`config.mk`:
```
export PLATFORM = sky130hd
export DESIGN_NAME = mult_sched
export DESIGN_NICKNAME = d
export VERILOG_FILES = /design/src/rtl/mult_sched.sv
export SDC_FILE = /design/constraint.sdc
export NUM_CORES = 1
export LEC_CHECK = 0
export ABC_AREA = 1
export ABC_CLOCK_PERIOD_IN_PS = 1450
export CAP_MARGIN = 20
export CELL_PAD_IN_SITES_DETAIL_PLACEMENT = 0
export CELL_PAD_IN_SITES_GLOBAL_PLACEMENT = 2
export CORE_MARGIN = 2
export CORE_UTILIZATION = 18
export CTS_BUF_LIST = sky130_fd_sc_hd__clkbuf_2 sky130_fd_sc_hd__clkbuf_4 sky130_fd_sc_hd__clkbuf_8
export CTS_CLUSTER_SIZE = 30
export DETAILED_ROUTE_END_ITERATION = 10
export PLACE_DENSITY = 0.76
export SLEW_MARGIN = 20
export SYNTH_ARGS = -nofsm -noshare
export SYNTH_HDL_FRONTEND = slang
export SYNTH_SLANG_ARGS = --single-unit
export TNS_END_PERCENT = 30
```
`constraint.sdc`:
```
create_clock -name clk -period 1.45 [get_ports clk]
set_input_delay 0.29 -clock clk [delete_from_list [all_inputs] [get_ports clk]]
set_output_delay 0.29 -clock clk [all_outputs]
set_load 0.01 [all_outputs]
```
`src/rtl/mult_sched.sv`:
```
`default_nettype none
// ============================================================================
// Module   : mult_sched
// Desc     : Round-robin scheduler sharing one multiplier engine between two
//            requesters. Define MULT_SCHED_TIMEOUT_EN to add a WAIT watchdog.
// Revision : 1.0 - initial release
// ============================================================================
module mult_sched (
  input  logic        clk,
  input  logic        reset,
  input  logic [1:0]  req,
  input  logic [23:0] op_a0,
  input  logic [23:0] op_b0,
  input  logic [23:0] op_a1,
  input  logic [23:0] op_b1,
  output logic [1:0]  ack,
  output logic [31:0] res,
  output logic        res_valid,
  output logic [5:0]  res_ones,
  output logic        res_id,
  output logic        eng_start,
  output logic [23:0] eng_a,
  output logic [23:0] eng_b,
  input  logic        eng_done,
  input  logic [48:0] eng_result,
  input  logic [5:0]  eng_ones,
  output logic        busy,
  output logic [15:0] op_count,
  output logic        tmo
);

  typedef enum logic [1:0] {
    S_IDLE  = 2'd0,
    S_ISSUE = 2'd1,
    S_WAIT  = 2'd2,
    S_RESP  = 2'd3
  } state_t;

  state_t r_state;
  logic   r_ptr;
  logic   r_id;
  logic   w_grant;

  // The pointer only breaks ties; a lone request always wins.
  assign w_grant = (req == 2'b11) ? r_ptr : req[1];

`ifdef MULT_SCHED_TIMEOUT_EN
  logic [7:0] r_wdog;
  logic [7:0] w_wdog_next;
  assign w_wdog_next = r_wdog + 8'd1;
`else
  assign tmo = 1'b0;
`endif

  always_ff @(posedge clk) begin
    if (reset) begin
      r_state   <= S_IDLE;
      r_ptr     <= 1'b0;
      r_id      <= 1'b0;
      ack       <= 2'b00;
      eng_start <= 1'b0;
      eng_a     <= 24'd0;
      eng_b     <= 24'd0;
      res       <= 32'd0;
      res_valid <= 1'b1;
      res_ones  <= 6'd0;
      res_id    <= 1'b0;
      busy      <= 1'b0;
      op_count  <= 16'd0;
`ifdef MULT_SCHED_TIMEOUT_EN
      tmo       <= 1'b0;
      r_wdog    <= 8'd0;
`endif
    end else begin
      ack       <= 2'b00;
      eng_start <= 1'b0;
      case (r_state)
        S_IDLE: begin
          if (req != 2'b00) begin
            r_id      <= w_grant;
            eng_a     <= w_grant ? op_a1 : op_a0;
            eng_b     <= w_grant ? op_b1 : op_b0;
            eng_start <= 1'b1;
            busy      <= 1'b1;
            r_state   <= S_ISSUE;
          end
        end
        S_ISSUE: begin
          r_state <= S_WAIT;
`ifdef MULT_SCHED_TIMEOUT_EN
          r_wdog  <= 8'd0;
`endif
        end
        S_WAIT: begin
          if (eng_done) begin
            res       <= eng_result[31:0];
            res_valid <= (eng_result[48:32] == 17'd0);
            res_ones  <= eng_ones;
            res_id    <= r_id;
            ack       <= r_id ? 2'b10 : 2'b01;
            r_state   <= S_RESP;
`ifdef MULT_SCHED_TIMEOUT_EN
            tmo       <= 1'b0;
`endif
          end
`ifdef MULT_SCHED_TIMEOUT_EN
          // Give up on the 255th WAIT cycle and report an invalid zero result.
          else if (w_wdog_next == 8'd255) begin
            res       <= 32'd0;
            res_valid <= 1'b0;
            res_ones  <= 6'd0;
            res_id    <= r_id;
            tmo       <= 1'b1;
            ack       <= r_id ? 2'b10 : 2'b01;
            r_state   <= S_RESP;
          end else begin
            r_wdog    <= w_wdog_next;
          end
`endif
        end
        S_RESP: begin
          op_count <= op_count + 16'd1;
          r_ptr    <= ~r_id;
          busy     <= 1'b0;
          r_state  <= S_IDLE;
        end
        default: begin
          busy    <= 1'b0;
          r_state <= S_IDLE;
        end
      endcase
    end
  end

endmodule
`default_nettype wire

```
Word-level counts from Yosys, hierarchy flattened
Index checks and enable logic that the tools add are counted.

operators by class
  bitwise operators = 4
  muxes and demuxes = 10
  equality and inequality tests = 6
  add/sub/neg operators = 1
  reductions and logical operators = 10

operators with widths
  cell                                                                   number
  24-bit two-way mux                                                     2
  17-bit logical NOT                                                     1
  16-bit by 1-bit adder with 16-bit output, second input constant        1
  2-bit case mux with 4 select lines                                     1
  2-bit AND reduction                                                    4
  2-bit equality test, second input constant                             3
  2-bit two-way mux                                                      3
  2-bit != test, second input constant                                   2
  1-bit NOT                                                              4
  2-bit nonzero test                                                     2
  1-bit two-way mux                                                      3
  3-bit OR reduction                                                     1
  2-bit by 1-bit equality test with 1-bit output, second input constant  1
  2-bit logical NOT                                                      1
  1-bit case mux with 2 select lines                                     1
  2-bit OR reduction                                                     1

word-level totals
  input port bits = 156
  word-level logic and storage cells = 44
  output and inout bits = 109
  register bits after elaboration = 112

Depth between registers and ports, before layout
Gate-level depths: netlist (run 1).

  word-level depth = 3
  mapped depth = 9
  mapped depth without buffers = 8

Least setup slack after synthesis (run 1)
OpenSTA, ideal clock, no wires.

  kind = register -> register
  start point = register r_state[0]
  end point = register eng_a[10]
  path buffers = 2
  clock period less this slack = 1.350 ns
  setup slack = 0.100 ns
  library setup time = 0.123 ns
  arrival = 1.227 ns
  stages on the path, launching flop included = 8
  data required time = 1.327 ns
  cell sequence = dfxtp_1 -> inv_1 -> ha_1 -> inv_1 -> nor2_4 -> buf_2 -> buf_2 -> a31oi_1

between the ends
  longest elaborated chain between the ends = 2

RTL lines
  what                                  line  source
  start, declared                       39    state_t r_state;
  start signal, assigned                57    r_state <= S_IDLE;
  start signal, assigned                85    r_state <= S_ISSUE;
  start signal, assigned                89    r_state <= S_WAIT;
  2-bit logical NOT                     77    case (r_state)
  2-bit AND reduction (no source line)  -
  end signal, assigned                  81    eng_a <= w_grant ? op_a1 : op_a0;
  end, declared                         22    output logic [23:0] eng_a,

Every way passes these cells.
A chain may end at the register's enable or synchronous reset.

Worst setup path in the final report (run 1)
  start point = register r_state[1]
  end point = register eng_b[10]

between the ends
  longest elaborated chain between the ends = 2

RTL lines
  what                                  line  source
  2-bit logical NOT                     77
  2-bit AND reduction (no source line)  -
  end signal, assigned                  82    eng_b <= w_grant ? op_b1 : op_b0;
  end, declared                         23    output logic [23:0] eng_b,

Every way passes these cells.

==> key figures, run 1 <==
Pwr
  – PwrDens: 1410 nW/um^2
  – Maximum vdd drop: 0.510 mV
  – P_leak: 3.60 nW

Floorplanning
  – I/O pins: 265
  – Die H: 163 um
  – Cell Rows: 58
  – Die area: 26400 um^2
  – Initial Utilization: 18.2%
  – Core area: 24900 um^2
  – Die X: 163 um

Clocking
  – Worst-path clk slew: 0.12 ns
  – Hold Buf Count CTS: 0
  – Root Buffer Master: clkbuf_8
  – CTS tree: built
  – Buffer levels on the longest clock path: 2
  – Clk_lat worst skew: 0.38 ns
  – H-tree depth: 3
  – Clk sinks: 112
  – Num CTS Buffers: 9

Place
  – Dpl cells: 1204
  – Gpl congestion: 0.721
  – Port Buffer Count: 263
  – Placed cell areas: 7840 um^2
  – Pre-CTS setup slack: -0.282 ns
  – DP HPWL: 12.7 mm

Critical path
  – R2R Path Start: r_state[1]
  – Buffers and inverters on the worst path: 5
  – Crit. End Element: register
  – Critical Path Start Type: register
  – Arrival @ worst endpoint: 1.73 ns
  – Slowest stage delay, CP: 0.35 ns
  – Crit path max-delay family: buffers and inverters
  – Worst Path Required: 1.75 ns
  – Worst path slowest cell: dfxtp_2
  – Worst-path cell chain: inv_2 -> ha_4 -> inv_2 -> nor2_4 -> buf_4 -> buf_12 -> buf_12 -> o21ai_0 -> a31oi_1
  – Worst Path Max Fanout: 6
  – Setup crit start: r_state[1]
  – Critical path class: register to register

GRT
  – Vias in the first global route: 4918
  – Tot GR Track Use: 12.4%
  – Initial antenna violation count: 0
  – Global-route wire length before repair: 25.9 mm
  – Total grt overflow: 0
  – Pin count of the biggest net entering global routing: 40

Finish
  – Area delta synth->final: 81.7%
  – Fillers: 2662
  – Most common cell after layout, fill and taps aside: clkdlybuf4s50_1
  – Fin nets: 1057
  – Commonest cells after routing, fill and taps aside: clkdlybuf4s50_1 (155), nand2_1 (131), dlygate4sd2_1 (108)
  – Ant. Diodes: 0
  – Post-Layout Cell Count: 1231
  – Layout cell share with drive strength beyond 1: 11.9%
  – Area occupied by multi-input gates: 2040 um^2
  – Fin area: 8220 um^2
  – Seq. cell area: 2260 um^2

Logic synthesis
  – Register bit count reported by yosys: 112
  – Cells after Synth: 607
  – Mapped Nets: 767
  – Post-synth top area cell: dfxtp_1
  – Synthesized area: 4520 um^2
  – Yosys warning count: 0
  – Area fraction of the dominant cell type after synthesis: 49.6%
  – Synth unique cells: 30
  – Top cells by area, synth: dfxtp_1 (50%), nand2_1 (11%), o21ai_0 (9.4%)
  – Seq/Total Area, Yosys: 49.6%
  – Syn Area/Cell: 7.45 um^2

Hold path
  – Min-delay worst type: primary input to register
  – Worst Hold Launch: op_b1[17]

Drt
  – Per-cell routed wire length: 14.1 um
  – Residual DRC: 0
  – Final ANT Viol Nets: 0
  – DR vias/cell: 4.05
  – Drt pass-1 iters: 4
  – DRT Wirelength: 17.4 mm
  – Via Count: 4982
  – DRT iter0 DRCs: 180

STA
  – Clk_skew: 0.0155 ns
  – Crit share post-route: 98.4%
  – Unrepaired setup endpoints after global routing: true
  – Fmax: 0.701 GHz
  – Setup WS post-layout: 0.0230 ns
  – Final Setup Violations: 0
  – Post-layout min period: 1.43 ns
  – Pins over their slew limit: 0
  – TNS Setup: 0 ns
  – Min Hold Slack: 0.447 ns
  – Final Hold Viols: 0

Job
  – Maxcap violations: 0

Outcome
  – Status: completed
==> cell usage after synthesis (all sizes together) <==
| cell | count |
|---|---|
| inv | 23 |
| nor4 | 1 |
| or2 | 3 |
| nor3 | 3 |
| nand4 | 2 |
| clkbuf | 19 |
| a21oi | 15 |
| o21ai | 95 |
| a31oi | 48 |
| buf | 23 |
| nor2 | 109 |
| dfxtp | 112 |
| o21bai | 1 |
| a211oi | 1 |
| nand2 | 132 |
| xnor2 | 1 |
| ha | 4 |
| nand3 | 12 |
| a31o | 1 |
| xor2 | 1 |
| conb | 1 |
==> worst register-to-register path, stage by stage, from the launching register on <==
cell and delay (ns):
dfxtp_2 0.35, inv_2 0.07, ha_4 0.13, inv_2 0.04, nor2_4 0.13, buf_4 0.14, buf_12 0.13, buf_12 0.13
o21ai_0 0.07, a31oi_1 0.16
==> state kept, by name, indices dropped and copies added, names as in the netlist, 2 cells and up <==
signal    flops
op_count     16
ack           2
eng_a        24
eng_b        24
res          32
res_ones      6
r_state       2
==> logic make-up (layout without fill, tap and decap cells) <==
kind of cell	after synthesis	count (layout)	share of synthesized area [%]
buf+inv	65	359	6.56
fa+ha+maj	4	4	1.11
other cells	1	1	0.0829
flops	112	112	49.6
compound gates	161	161	19.4
simple gates	262	262	22.9
xor+xnor	2	2	0.387
==> final cells by class <==
cell class	count	area share [%]
clock buffers	10	1.67
clock inverters	5	0.487
inverters	23	1.05
multi-input cells	430	24.8
flip-flops and latches	112	27.5
well taps	330	5.02
repair buffers	321	39.4
==> path summary, 6_finish.rpt <==
check	endpoint	slack, ns	cells after the start
max	eng_b[10]	0.02	9
min	eng_b[17]	0.45	3
max reg2reg	eng_b[10]	0.02	9
min reg2reg	res_valid	0.48	2
==> stage by stage <==
stage / util, % / total power [mW]
finish: 33.0 / 11.6
CTS: 31.7 / 10.8
detailed placement: 31.5 / 9.35
floorplan: - / 6.31
global route: 33.0 / 12.5
global placement: 31.5 / 9.37
==> metal layers <==
layer / GRT usage, % / wire (um) / part of all wire, %
met1: 14.6 / 7500 / 43
met2: 21.2 / 8010 / 46
met4: 2.90 / 136 / 0.78
met5: 0 / 0 / 0
met3: 5.12 / 1710 / 9.9
==> report_power, final <==
part           switching [mW]  internal (mW)  total [mW]
clock network            1.15          0.682        1.83
logic                    2.52           3.01        5.52
registers               0.399           3.86        4.26
==> what timing repair did <==
item                       in CTS  in global routing
pin swaps                       1                  6
setup endpoints to repair     161                 55
buffers inserted                0                  5
gates resized for setup       120                 44
cloned                          0                  7
Note: power is estimated with default switching activity, not from simulation.
==> inputs of run 2 (changes only) <==
Settings changed: ABC_CLOCK_PERIOD_IN_PS 1450 to not set, CORE_ASPECT_RATIO set to 2, CTS_CLUSTER_SIZE 30 to 24.
==> run 2 against run 1 <==
Worst hold slack worse by 0.031 ns. The flow now finishes with violations (setup timing). Largest cell class unchanged. Cell area down 0.27%. Sequential share of layout area rose by 0.21 points.
==> key figures, run 2 (synthesis gave the netlist of run 1 again) <==
STA
  – Setup WS post-layout: -0.00309 ns
  – Post-layout min period: 1.45 ns
  – Min Hold Slack: 0.416 ns
  – Pins over their slew limit: 0
  – Clk_skew: 0.00910 ns
  – Final Hold Viols: 0
  – Fmax: 0.688 GHz
  – TNS Setup: -0.00309 ns
  – Unrepaired setup endpoints after global routing: true
  – Final Setup Violations: 1
  – Crit share post-route: 100%

Drt
  – Via Count: 5032
  – Final ANT Viol Nets: 0
  – Per-cell routed wire length: 15.8 um
  – Residual DRC: 0
  – DRT Wirelength: 19.4 mm
  – DR vias/cell: 4.09
  – Drt pass-1 iters: 4
  – DRT iter0 DRCs: 171

GRT
  – Initial antenna violation count: 1
  – Total grt overflow: 0
  – Pin count of the biggest net entering global routing: 57
  – Vias in the first global route: 4761
  – Global-route wire length before repair: 27.0 mm
  – Tot GR Track Use: 13.8%

Floorplanning
  – Die area: 26500 um^2
  – Die H: 228 um
  – I/O pins: 265
  – Initial Utilization: 18.1%
  – Core area: 24900 um^2
  – Cell Rows: 82
  – Die X: 116 um

Place
  – Dpl cells: 1203
  – Port Buffer Count: 263
  – Pre-CTS setup slack: -0.229 ns
  – Placed cell areas: 7800 um^2
  – DP HPWL: 14.0 mm
  – Gpl congestion: 0.757

Finish
  – Biggest register: res
  – Post-Route Utilization: 32.9%
  – Most common cell after layout, fill and taps aside: clkdlybuf4s50_1
  – Fin area: 8200 um^2
  – Max reg flops: 32
  – Layout cell share with drive strength beyond 1: 11.6%
  – Commonest cells after routing, fill and taps aside: clkdlybuf4s50_1 (155), nand2_1 (131), dlygate4sd2_1 (105)
  – Post-Layout Cell Count: 1230
  – Area delta synth->final: 81.2%
  – Top Registers: res (32), eng_a (24), eng_b (24)
  – Fin nets: 1050

Critical path
  – Critical path class: register to register
  – R2R depth: 8
  – Crit. End Element: register
  – Worst Path Required: 1.80 ns
  – Critical Path Start Type: register
  – Arrival @ worst endpoint: 1.80 ns
  – Worst Path Max Fanout: 14

Clocking
  – Root Buffer Master: clkbuf_8
  – Clk_lat worst skew: 0.42 ns
  – H-tree depth: 3
  – Buffer levels on the longest clock path: 2
  – Num CTS Buffers: 9
  – CTS tree: built
  – Clk sinks: 112
  – Worst-path clk slew: 0.11 ns

Pwr
  – P_leak: 3.54 nW
  – Maximum vdd drop: 0.528 mV
  – Net Sw Power: 4.15 mW
  – Reg power frac: 36.7%
  – PwrDens: 1410 nW/um^2
  – Net Sw Frac: 35.8%
  – Clock share of power: 17.4%
  – Comb pwr share: 45.9%
  – Int Pwr: 7.43 mW
  – Total power draw: 11.6 mW

Hold path
  – Min-delay worst type: primary input to register
  – Hold path cells: 3

Outcome
  – Failing checks: setup timing
  – Status: finished with violations

Job
  – Maxcap violations: 0
-- run 2: cell count changes in the layout (fill, tap and decap cells not counted), sizes merged --
cell	delta
clkinvlp	+1
clkbuf	-3
buf	-4
bufinv	+1
diode	+1
clkinv	-2
clkdlybuf4s15	+3
dlygate4sd2	-3
inv	-1
-- run 2: final timing paths --
| kind | end | slack [ns] | startpoint |
|---|---|---|---|
| hold reg to reg | res_valid | 0.48 | res_valid |
| hold / removal | eng_a[12] | 0.42 | op_a1[12] |
| setup / recovery | eng_a[14] | -0.003 | r_state[1] |
| setup reg to reg | eng_a[14] | -0.003 | r_state[1] |
-- run 2: timing repair --
item,CTS,global route
buffers inserted,0,5
cloned,0,7
pin swaps,1,22
setup endpoints to repair,159,94
hold buffers,0,0
hold endpoints to repair,0,0
gates resized for setup,124,44
-- run 2: worst max-delay path, stage by stage, from the launching register on --
cell and delay (ns):
dfxtp_2 0.35, inv_2 0.07, ha_4 0.15, inv_4 0.03, nor2_4 0.15, buf_12 0.17, clkbuf_16 0.18, o21ai_0 0.09
a31oi_1 0.17
-- run 2: metal layers --
layer  track usage, %  up-vias  share of wire, %
met5                0        -                 0
met2             27.9      175                59
li1                 -     2570                 -
met4             5.02        0               1.5
met3             3.29       16               5.4
met1             12.8     2271                34
-- run 2: power by group through the flow --
| stage | clock network, mW | logic, mW | registers, mW |
|---|---|---|---|
| detailed placement | 0 | 4.79 | 4.33 |
| global placement | 0 | 4.79 | 4.33 |
| finish | 2.01 | 5.32 | 4.25 |
| global route | 2.21 | 5.80 | 4.36 |
| CTS | 2.17 | 4.31 | 4.25 |
| floorplan | 0 | 1.67 | 4.64 |
-- run 2: final cells by class --
class                           count  area [um^2]
Fill cell                        2684        16700
Timing Repair Buffer              314         3170
Sequential cell                   112         2270
Multi-Input combinational cell    430         2050
Tap cell                          336          420
Clock buffer                       10          138
Inverter                           23         88.8
Clock inverter                      4         55.1
Antenna cell                        1         2.50
==> inputs of run 3 (changes only) <==
Settings changed: CTS_CLUSTER_DIAMETER set to 150, CTS_CLUSTER_SIZE 24 to 25.
==> results of run 3 <==
Same layout as run 2: the final DEF is identical, and so are final timing and power.
